**src/rtl/alu_ctrl_pkg.sv**
```systemverilog
// Shared types and constants for the ALU command controller: FSM state encoding,
// frame header magic and byte width.
package alu_ctrl_pkg;

    localparam int unsigned BYTE_W    = 8;
    localparam logic [3:0]  HDR_MAGIC = 4'hA;

    typedef enum logic [2:0] {
        IDLE     = 3'd0,
        GET_A    = 3'd1,
        GET_B    = 3'd2,
        ALU_REQ  = 3'd3,
        ALU_WAIT = 3'd4,
        TX_LO    = 3'd5,
        TX_HI    = 3'd6
    } state_t;

    // States that own the ALU or TX path and therefore refuse new RX bytes.
    function automatic logic rx_refused(input state_t s);
        return (s == ALU_REQ) || (s == ALU_WAIT) || (s == TX_LO) || (s == TX_HI);
    endfunction

endpackage

```
**src/rtl/frame_timer.sv**
```systemverilog
// Inter-byte timeout counter; only instantiated when RX_TIMEOUT_EN is defined.
module frame_timer #(
    parameter int unsigned TIMEOUT_CYC = 1024
) (
    input  logic clk,
    input  logic rst_n,
    input  logic run,
    input  logic clr,
    output logic expired
);

    localparam int unsigned CW = $clog2(TIMEOUT_CYC + 1);
    localparam logic [CW-1:0] LIMIT = CW'(TIMEOUT_CYC - 1);

    logic [CW-1:0] cnt_q;
    logic [CW-1:0] cnt_d;

    // Next count: clear outside the waiting states or on an accepted byte, saturate at the limit.
    always_comb begin
        cnt_d = cnt_q;
        if (clr || !run) begin
            cnt_d = {CW{1'b0}};
        end else if (cnt_q != LIMIT) begin
            cnt_d = cnt_q + {{(CW-1){1'b0}}, 1'b1};
        end else begin
            cnt_d = cnt_q;
        end
    end

    // Counter register.
    always_ff @(posedge clk or negedge rst_n) begin
        if (!rst_n) begin
            cnt_q <= {CW{1'b0}};
        end else begin
            cnt_q <= cnt_d;
        end
    end

    assign expired = run && !clr && (cnt_q == LIMIT);

endmodule

```
**src/rtl/alu_cmd_ctrl.sv**
```systemverilog
// Byte-stream command controller: receives header/A/B frames, drives an external ALU
// and returns the 2-byte result low byte first. Optional RX_TIMEOUT_EN adds an inter-byte timeout.
module alu_cmd_ctrl
    import alu_ctrl_pkg::*;
#(
    parameter int unsigned DATA_WIDTH  = 8,
    parameter int unsigned FUN_WIDTH   = 4,
    parameter int unsigned TIMEOUT_CYC = 1024
) (
    input  logic                      clk,
    input  logic                      rst,
    input  logic [DATA_WIDTH-1:0]     RX_DATA,
    input  logic                      RX_VALID,
    input  logic                      TX_BUSY,
    output logic [DATA_WIDTH-1:0]     TX_DATA,
    output logic                      TX_VALID,
    output logic [DATA_WIDTH-1:0]     ALU_A,
    output logic [DATA_WIDTH-1:0]     ALU_B,
    output logic [FUN_WIDTH-1:0]      ALU_FUN,
    output logic                      ALU_EN,
    input  logic [2*DATA_WIDTH-1:0]   ALU_OUT,
    input  logic                      ALU_OUT_VALID,
    output logic                      CMD_ERR
);

    localparam int unsigned RES_W = 2 * DATA_WIDTH;

    state_t                 state_q,    state_d;
    logic [DATA_WIDTH-1:0]  alu_a_q,    alu_a_d;
    logic [DATA_WIDTH-1:0]  alu_b_q,    alu_b_d;
    logic [FUN_WIDTH-1:0]   alu_fun_q,  alu_fun_d;
    logic                   alu_en_q,   alu_en_d;
    logic [DATA_WIDTH-1:0]  tx_data_q,  tx_data_d;
    logic                   tx_valid_q, tx_valid_d;
    logic                   cmd_err_q,  cmd_err_d;
    logic [RES_W-1:0]       result_q,   result_d;

    logic tx_hs_s;
    logic hdr_ok_s;
    logic drop_s;
    logic proto_err_s;
    logic timeout_s;

    assign tx_hs_s  = tx_valid_q && !TX_BUSY;
    assign hdr_ok_s = (RX_DATA[DATA_WIDTH-1 -: 4] == HDR_MAGIC);
    assign drop_s   = RX_VALID && rx_refused(state_q);

`ifdef RX_TIMEOUT_EN
    logic wait_rx_s;
    assign wait_rx_s = (state_q == GET_A) || (state_q == GET_B);

    frame_timer #(
        .TIMEOUT_CYC (TIMEOUT_CYC)
    ) u_frame_timer (
        .clk     (clk),
        .rst_n   (rst),
        .run     (wait_rx_s),
        .clr     (RX_VALID),
        .expired (timeout_s)
    );
`else
    assign timeout_s = 1'b0;
`endif

    // Next-state and next-output computation for the frame FSM.
    always_comb begin
        state_d     = state_q;
        alu_a_d     = alu_a_q;
        alu_b_d     = alu_b_q;
        alu_fun_d   = alu_fun_q;
        alu_en_d    = 1'b0;
        tx_data_d   = tx_data_q;
        tx_valid_d  = tx_valid_q;
        result_d    = result_q;
        proto_err_s = 1'b0;
        case (state_q)
            IDLE: begin
                if (RX_VALID && hdr_ok_s) begin
                    alu_fun_d = RX_DATA[FUN_WIDTH-1:0];
                    state_d   = GET_A;
                end else if (RX_VALID) begin
                    proto_err_s = 1'b1;
                end else begin
                    state_d = IDLE;
                end
            end
            GET_A: begin
                if (RX_VALID) begin
                    alu_a_d = RX_DATA;
                    state_d = GET_B;
                end else if (timeout_s) begin
                    proto_err_s = 1'b1;
                    state_d     = IDLE;
                end else begin
                    state_d = GET_A;
                end
            end
            GET_B: begin
                if (RX_VALID) begin
                    alu_b_d  = RX_DATA;
                    alu_en_d = 1'b1;
                    state_d  = ALU_REQ;
                end else if (timeout_s) begin
                    proto_err_s = 1'b1;
                    state_d     = IDLE;
                end else begin
                    state_d = GET_B;
                end
            end
            ALU_REQ: begin
                state_d = ALU_WAIT;
            end
            ALU_WAIT: begin
                if (ALU_OUT_VALID) begin
                    result_d   = ALU_OUT;
                    tx_data_d  = ALU_OUT[DATA_WIDTH-1:0];
                    tx_valid_d = 1'b1;
                    state_d    = TX_LO;
                end else begin
                    state_d = ALU_WAIT;
                end
            end
            // Low byte is re-driven from the result register while stalled, so it cannot drift.
            TX_LO: begin
                if (tx_hs_s) begin
                    tx_data_d = result_q[RES_W-1:DATA_WIDTH];
                    state_d   = TX_HI;
                end else begin
                    tx_data_d = result_q[DATA_WIDTH-1:0];
                end
            end
            TX_HI: begin
                if (tx_hs_s) begin
                    tx_data_d  = {DATA_WIDTH{1'b0}};
                    tx_valid_d = 1'b0;
                    state_d    = IDLE;
                end else begin
                    state_d = TX_HI;
                end
            end
            default: begin
                state_d    = IDLE;
                tx_valid_d = 1'b0;
                tx_data_d  = {DATA_WIDTH{1'b0}};
            end
        endcase
        cmd_err_d = proto_err_s || drop_s;
    end

    // FSM state and all registered outputs.
    always_ff @(posedge clk or negedge rst) begin
        if (!rst) begin
            state_q    <= IDLE;
            alu_a_q    <= {DATA_WIDTH{1'b0}};
            alu_b_q    <= {DATA_WIDTH{1'b0}};
            alu_fun_q  <= {FUN_WIDTH{1'b0}};
            alu_en_q   <= 1'b0;
            tx_data_q  <= {DATA_WIDTH{1'b0}};
            tx_valid_q <= 1'b0;
            cmd_err_q  <= 1'b0;
            result_q   <= {RES_W{1'b0}};
        end else begin
            state_q    <= state_d;
            alu_a_q    <= alu_a_d;
            alu_b_q    <= alu_b_d;
            alu_fun_q  <= alu_fun_d;
            alu_en_q   <= alu_en_d;
            tx_data_q  <= tx_data_d;
            tx_valid_q <= tx_valid_d;
            cmd_err_q  <= cmd_err_d;
            result_q   <= result_d;
        end
    end

    assign TX_DATA  = tx_data_q;
    assign TX_VALID = tx_valid_q;
    assign ALU_A    = alu_a_q;
    assign ALU_B    = alu_b_q;
    assign ALU_FUN  = alu_fun_q;
    assign ALU_EN   = alu_en_q;
    assign CMD_ERR  = cmd_err_q;

endmodule

```
**config.mk**
```make
export PLATFORM = sky130hd
export DESIGN_NAME = alu_cmd_ctrl
export DESIGN_NICKNAME = d
export VERILOG_FILES = /design/src/rtl/alu_ctrl_pkg.sv /design/src/rtl/frame_timer.sv /design/src/rtl/alu_cmd_ctrl.sv
export SDC_FILE = /design/constraint.sdc
export NUM_CORES = 1
export LEC_CHECK = 0
export BUFFER_PORTS_ARGS = -buffer_cell sky130_fd_sc_hd__buf_2
export CAP_MARGIN = 20
export CELL_PAD_IN_SITES_DETAIL_PLACEMENT = 0
export CELL_PAD_IN_SITES_GLOBAL_PLACEMENT = 1
export CORE_AREA = 2 2 87 89
export CTS_CLUSTER_SIZE = 25
export DETAILED_ROUTE_END_ITERATION = 6
export DIE_AREA = 0 0 89 91
export PLACE_DENSITY_LB_ADDON = 0.1
export RECOVER_POWER = 25
export SYNTH_ARGS = -nofsm -noshare
export SYNTH_HDL_FRONTEND = slang
export SYNTH_SLANG_ARGS = --single-unit
```
**constraint.sdc**
```tcl
create_clock -name clk -period 3.8 [get_ports clk]
set_input_delay 0.57 -clock clk [delete_from_list [all_inputs] [get_ports clk]]
set_output_delay 0.57 -clock clk [all_outputs]
set_load 0.02 [all_outputs]
```
==> run_results.csv, run 1 <==
group,metric,value,unit
status,status,"complete, but fails checks",
status,failed_checks,"capacitance limit, slew limit",
timing,tightest_slew,1.850,ns
yosys,synth_top_family_by_area,"multiplexers",
global_routing,antenna_found_initial,0,
yosys,synth_top_area_cell,"dfrtp_1",
critical_path,slowest_stage,"nor2b_1",
timing,setup_viol,0,
critical_path,worstPathArrival,2.18,ns
clock_network,cts_buffers,5,
yosys,synth_top_area_frac,0.5602,
yosys,ys_ff_latch,50,
floorplanning,fp.dieW,89,um
timing,fin_crit,1.975,ns
min_path,hp-start,"ALU_OUT[12]",
critical_path,cpPeakStageDelay,0.63,ns
global_routing,grt_use_total,0.1289,
global_routing,grt_pass1_wl,8.004,mm
place,dp_hpwl,3.362,mm
power_and_ir_drop,p_per_area,858.7,nW/um2
timing,whs,0.4800,ns
global_routing,grt_pass1_vias,1520,
layout,drive_gt1_frac,0.4454,
routing,drtAntennaViolNets,0,
layout,final_core_util,0.3768,
timing,clock.fmax,0.5064,GHz
floorplanning,ios,60,
layout,synthToLayoutAreaGrowth,20.39,%
critical_path,r2r-end,"ALU_B[7]$_DFFE_PN0P_",
clock_network,cts_tree,"done",
layout,insertedDiodeCount,0,
yosys,netlist_top_cells_area,"dfrtp_1, mux2_2, mux2_4",
yosys,synth_edf_count,0,
layout,fillers,747,
clock_network,clk_latency,0.31,ns
clock_network,root_buffer,"clkbuf_8",
critical_path,worst_r2r_path_depth,3,
yosys,synth-simple-area-share,0.1210,
timing,postLayoutSetupSlackWorst,1.825,ns
global_routing,grt_max_degree,35,
yosys,syn_avg_cell_area,12.41,um2
critical_path,timing.rr.start,"state_q[1]$_DFFE_PN0P_",
routing,drc,0,
floorplanning,core-area,7137,um2
timing,relSlewSlack,-0.2335,
power_and_ir_drop,p_leak,1.239,nW
critical_path,crit_type,"reg2reg",
timing,drv_slew,35,
floorplanning,die_area,8099,um2
place,port_buffers,59,
yosys,synth_compound_area_frac,0.07955,
yosys,synth-async-reset-ratio,1.000,
routing,drt-initial-drc-count,44,
yosys,synth.mux.area_fraction,0.1966,
clock_network,cts_buffer_depth,2,
routing,routed_wl,4.857,mm
floorplanning,start_util,0.3129,
yosys,synth_xor_area_frac,0.003922,
yosys,syn-instance-count,180,
routing,num_vias,1493,
timing,rsz0062_at_grt,"false",
min_path,hold-path-endpoint,"result_q[12]$_DFFE_PN0P_",
floorplanning,rows,31,
clock_network,htreeDepth,2,
floorplanning,die_h,91,um
yosys,synth_flop_cell,"dfrtp_1",
place,gp_congestion,0.7092,
timing,finClkSkew,0.008219,ns
routing,drt_pre_antenna_iters,4,
power_and_ir_drop,ir_drop,0.0003271,V
critical_path,required,4.01,ns
critical_path,reg2reg_slack,1.83,ns
layout,layout.nets,266,
critical_path,crit_chain,"nor2b_1 -> nor2b_1 -> mux2_2",
clock_network,clkTransAtPathRegs,0.10,ns
routing,routed_via_density,4.430,
clock_network,clock_sinks,50,
place,place_ws,1.795,ns
power_and_ir_drop,power,2.309,mW
clock_network,ctsHoldBuffers,0,
timing,finalHoldViolCount,0,
job,max-cap-violations,1,
global_routing,grt-ovfl-total,0,
timing,setup_tns,0,ns
clock_network,cts.repair.resized,0,
critical_path,end_kind,"register",
critical_path,worstPathMaxFanout,12,
min_path,worstHoldPathType,"in2reg",
yosys,synth_fp_nets,209,
critical_path,cp_common_cell,"nor2b_1",
yosys,yosysWarnings,0,
timing,fin_crit_sh,0.5197,
yosys,yosysSeqAreaShare,0.5602,
yosys,syn-cell-area,2233,um2
yosys,synthAdderAreaFrac,0,
min_path,whs_path_depth,2,
yosys,synth_cell_type_count,28,
routing,wire_per_inst,14.41,um
critical_path,crit_path_start_kind,"register",
clock_network,postCtsSetupBuffers,0,
## cell type report
| cell class | instances | area, um2 | area share |
|---|---|---|---|
| Clock inverter | 3 | 47.55 | 0.01768 |
| Clock buffer | 5 | 68.82 | 0.02559 |
| Timing Repair Buffer | 60 | 301.5 | 0.1121 |
| Multi-Input combinational cell | 120 | 895.9 | 0.3332 |
| Sequential cell | 50 | 1251 | 0.4653 |
| Tap cell | 99 | 123.9 | 0.04607 |
## synthesized netlist by cell type, types with 2 or more instances
library cell	instances
dfrtp_1	50
nand2_1	30
mux2_2	27
nor2_1	10
a21o_1	9
mux2_4	9
a31oi_1	8
nor2b_1	5
buf_2	4
o21ai_0	4
a21oi_1	3
nand2b_1	3
buf_12	2
nor3_1	2
## report_power, final
| part | internal [mW] | switching, mW |
|---|---|---|
| combinational | 0.438 | 0.510 |
| sequential | 0.797 | 0.169 |
| clock | 0.201 | 0.193 |
## layout by cell type, fill, tap and decap left out, types with 2 or more instances in the layout
master and n:
a21oi_1 3, nor2_1 10, nor3_1 2, inv_6 2, buf_2 58, dfrtp_1 50
nor2b_1 5, mux2_2 27, a21o_1 9, nand2b_1 3, o21ai_0 4, mux2_4 9
a31oi_1 8, nand2_1 30, clkbuf_8 5
## stage by stage
stage	cells	instance area [um2]
3_3_place_gp	329	2574
4_1_cts	337	2690
6_report	337	2689
5_1_grt	337	2689
2_1_floorplan	180	2233
3_5_place_dp	329	2574
## flip-flops by register name (all words and copies together) (netlist names)
register,count
state_q,3
ALU_FUN,4
CMD_ERR,1
TX_DATA,8
TX_VALID,1
ALU_B,8
ALU_A,8
result_q,16
ALU_EN,1
## worst max-delay path, delay by kind of cell, from the launching register on
kind | cells | cell delay (ns)
and+or+nand+nor | 2 | 0.88
muxes | 1 | 0.41
DFF | 1 | 0.57
## per-layer routing
layer  vias to the layer above  GRT usage  share of wire
li1                        739          -              -
met1                       700     0.1755           0.48
met2                        48     0.1878           0.43
met3                         6    0.05818          0.085
met4                         0    0.02985         0.0099
met5                         -          0              0
## how the worst max path moves through the flow
stage                     slack [ns]  cells after the start                    from                 endpoint
final                           1.83                      3  state_q[1]$_DFFE_PN0P_     ALU_B[7]$_DFFE_PN0P_
after global routing            1.51                      1                     rst   TX_DATA[7]$_DFFE_PN0P_
after CTS                       1.78                      3  state_q[1]$_DFFE_PN0P_     ALU_B[5]$_DFFE_PN0P_
after detailed placement        1.79                      4                RX_VALID     ALU_B[4]$_DFFE_PN0P_
after global placement          1.81                      3  state_q[1]$_DFFE_PN0P_     ALU_B[1]$_DFFE_PN0P_
after floorplan                 2.21                      6  state_q[2]$_DFFE_PN0P_  result_q[0]$_DFFE_PN0P_
## logic make-up (layout without fill, tap and decap cells)
group                  count (synthesis)  count (layout)
AND/OR/NAND/NOR                       56              56
flip-flops                            50              50
multiplexers                          36              36
AO/OA/AOI/OAI                         27              27
buffers and inverters                 10              68
XOR/XNOR                               1               1
(Power assumes the default switching activity.)
==> run 2, diff against run 1 <==
--- a/config.mk
+++ b/config.mk
@@ -5,6 +5,7 @@
 export SDC_FILE = /design/constraint.sdc
 export NUM_CORES = 1
 export LEC_CHECK = 0
+export ABC_AREA = 1
 export BUFFER_PORTS_ARGS = -buffer_cell sky130_fd_sc_hd__buf_2
 export CAP_MARGIN = 20
 export CELL_PAD_IN_SITES_DETAIL_PLACEMENT = 0
==> constraint.sdc (replaced) <==
create_clock -name clk -period 1.8 [get_ports clk]
set_input_delay 0.27 -clock clk [delete_from_list [all_inputs] [get_ports clk]]
set_output_delay 0.27 -clock clk [all_outputs]
set_load 0.02 [all_outputs]
==> run_results.csv, run 2 <==
group,metric,value,unit
status,status,"completed",
critical_path,worstPathArrival,1.69,ns
yosys,synth_flop_cell,"dfrtp_1",
layout,insertedDiodeCount,0,
place,place_ws,0.3759,ns
timing,relSlewSlack,0.5226,
yosys,yosysSeqAreaShare,0.5596,
global_routing,grt_pass1_wl,9.487,mm
global_routing,grt-ovfl-total,0,
critical_path,crit_type,"reg2reg",
floorplanning,fp.dieW,89,um
routing,drtAntennaViolNets,0,
clock_network,clkTransAtPathRegs,0.10,ns
global_routing,grt_use_total,0.1517,
power_and_ir_drop,p_leak,1.540,nW
floorplanning,rows,31,
routing,routed_via_density,4.261,
layout,drive_gt1_frac,0.2427,
yosys,syn-instance-count,275,
clock_network,htreeDepth,2,
floorplanning,start_util,0.3133,
power_and_ir_drop,p_int,2.612,mW
power_and_ir_drop,comb_power_share,0.447,
yosys,synth_top_area_cell,"dfrtp_1",
layout,largest-register,"result_q",
timing,drv_slew,0,
critical_path,end_kind,"register",
yosys,synth_top_area_frac,0.5596,
timing,clock.fmax,0.6936,GHz
power_and_ir_drop,p_clk_frac,0.150,
yosys,synth_fp_nets,304,
clock_network,root_buffer,"clkbuf_8",
floorplanning,ios,60,
power_and_ir_drop,power.switching,2.003,mW
layout,layout.nets,370,
critical_path,worstPathMaxFanout,8,
clock_network,clock_sinks,50,
place,port_buffers,59,
critical_path,required,2.04,ns
floorplanning,die_area,8099,um2
floorplanning,die_h,91,um
yosys,yosysWarnings,0,
timing,fin_crit_sh,0.8010,
routing,drc,0,
timing,tightest_slew,0.7161,ns
routing,wire_per_inst,12.24,um
power_and_ir_drop,netSwitchingFraction,0.4341,
timing,finalHoldViolCount,0,
power_and_ir_drop,power,4.614,mW
global_routing,grt_max_degree,51,
job,max-cap-violations,0,
yosys,ys_ff_latch,50,
yosys,syn_avg_cell_area,8.131,um2
layout,final_common_cell,"nand2_1",
layout,synthToLayoutAreaGrowth,23.00,%
layout,layout_common_cells,"nand2_1, buf_2, dfrtp_1",
clock_network,cts_buffer_depth,2,
routing,num_vias,1879,
floorplanning,core-area,7137,um2
clock_network,cts_tree,"done",
routing,drt-initial-drc-count,69,
yosys,netlist_top_cells_area,"dfrtp_1, nand2_1, o21ai_0",
clock_network,cts_buffers,5,
timing,setup_tns,0,ns
global_routing,antenna_found_initial,0,
power_and_ir_drop,p_per_area,1678,nW/um2
routing,drt_pre_antenna_iters,4,
timing,rsz0062_at_grt,"false",
yosys,synth_most_common_cell,"nand2_1",
clock_network,postCtsSetupBuffers,0,
power_and_ir_drop,ir_drop,0.0006295,V
layout,fillers,814,
timing,finClkSkew,0.005800,ns
yosys,synth_cell_type_count,18,
global_routing,grt_pass1_vias,1965,
routing,routed_wl,5.398,mm
yosys,syn-cell-area,2236,um2
critical_path,crit_path_start_kind,"register",
timing,postLayoutSetupSlackWorst,0.3582,ns
place,gp_congestion,0.8139,
yosys,synth-async-reset-ratio,1.000,
clock_network,clk_latency,0.30,ns
yosys,synth_edf_count,0,
place,dp_hpwl,3.881,mm
timing,fin_crit,1.442,ns
min_path,worstHoldPathType,"in2reg",
timing,setup_viol,0,
layout,largest_reg_flops,16,
power_and_ir_drop,seqPwrFrac,0.403,
timing,whs,0.1649,ns
yosys,ys_top_cells_by_count,"nand2_1, dfrtp_1, o21ai_0",
run 2: path summary, 6_finish.rpt:
check	start	endpoint	slack, ns	cells past startpoint
max reg2reg	state_q[1]$_DFFE_PN0P_	TX_DATA[0]$_DFFE_PN0P_	0.36	6
max	state_q[1]$_DFFE_PN0P_	TX_DATA[0]$_DFFE_PN0P_	0.36	6
min	ALU_OUT[10]	result_q[10]$_DFFE_PN0P_	0.16	3
min in group asynchronous	rst	result_q[10]$_DFFE_PN0P_	0.63	3
max in group asynchronous	rst	ALU_B[1]$_DFFE_PN0P_	0.67	3
min reg2reg	TX_DATA[7]$_DFFE_PN0P_	TX_DATA[7]$_DFFE_PN0P_	0.48	2
run 2: cell families (layout without fill, tap and decap cells):
group                  after synthesis  in the layout  share of synthesized area
flip-flops                          50             50                     0.5596
AO/OA/AOI/OAI                       41             41                    0.09177
buffers and inverters               44            111                    0.08954
AND/OR/NAND/NOR                    140            140                     0.2591
run 2: what timing repair did:
action                                  in CTS  in global routing
resized for setup                            0                  0
hold buffers                                 1                  0
endpoints found under the setup margin       0                  0
hold endpoints to repair                    50                  0
run 2: layout make-up:
cell class | instances | area, um2 | area share
repair buffers | 67 | 357.8 | 0.1301
inverters | 36 | 137.6 | 0.05005
flip-flops and latches | 50 | 1251 | 0.4550
clock buffers | 6 | 82.58 | 0.03003
clock inverters | 2 | 12.51 | 0.004550
well taps | 99 | 123.9 | 0.04504
multi-input cells | 181 | 784.5 | 0.2853
run 2: critical path: stages, from the launching register on:
cell and delay, ns:
dfrtp_1 0.40, inv_1 0.10, nor2_1 0.22, nand3_1 0.17, nand3_1 0.32, nand2_1 0.10
nand2_1 0.08
run 2: per-stage QoR:
step | instances | utilization | cell area [um2]
2_1_floorplan | 275 | - | 2236
6_report | 441 | 0.3853 | 2750
4_1_cts | 441 | 0.3871 | 2763
3_5_place_dp | 432 | 0.3724 | 2658
5_1_grt | 441 | 0.3853 | 2750
3_3_place_gp | 432 | 0.3724 | 2658
run 2: power by group through the flow:
stage	clock network [mW]	logic, mW	registers (mW)
finish	0.693	2.06	1.86
global route	0.775	2.39	1.92
CTS	0.726	2.11	1.87
detailed placement	0	2.10	1.88
global placement	0	2.10	1.88
floorplan	0	1.11	2.20
run 2: layer usage:
metal | routed length, um | global-route usage | vias to the layer above | share of wire
li1 | - | - | 979 | -
met1 | 2635 | 0.2038 | 854 | 0.49
met2 | 2458 | 0.2432 | 40 | 0.46
met3 | 221 | 0.03000 | 6 | 0.041
met4 | 82 | 0.04975 | 0 | 0.015
met5 | 0 | 0 | - | 0
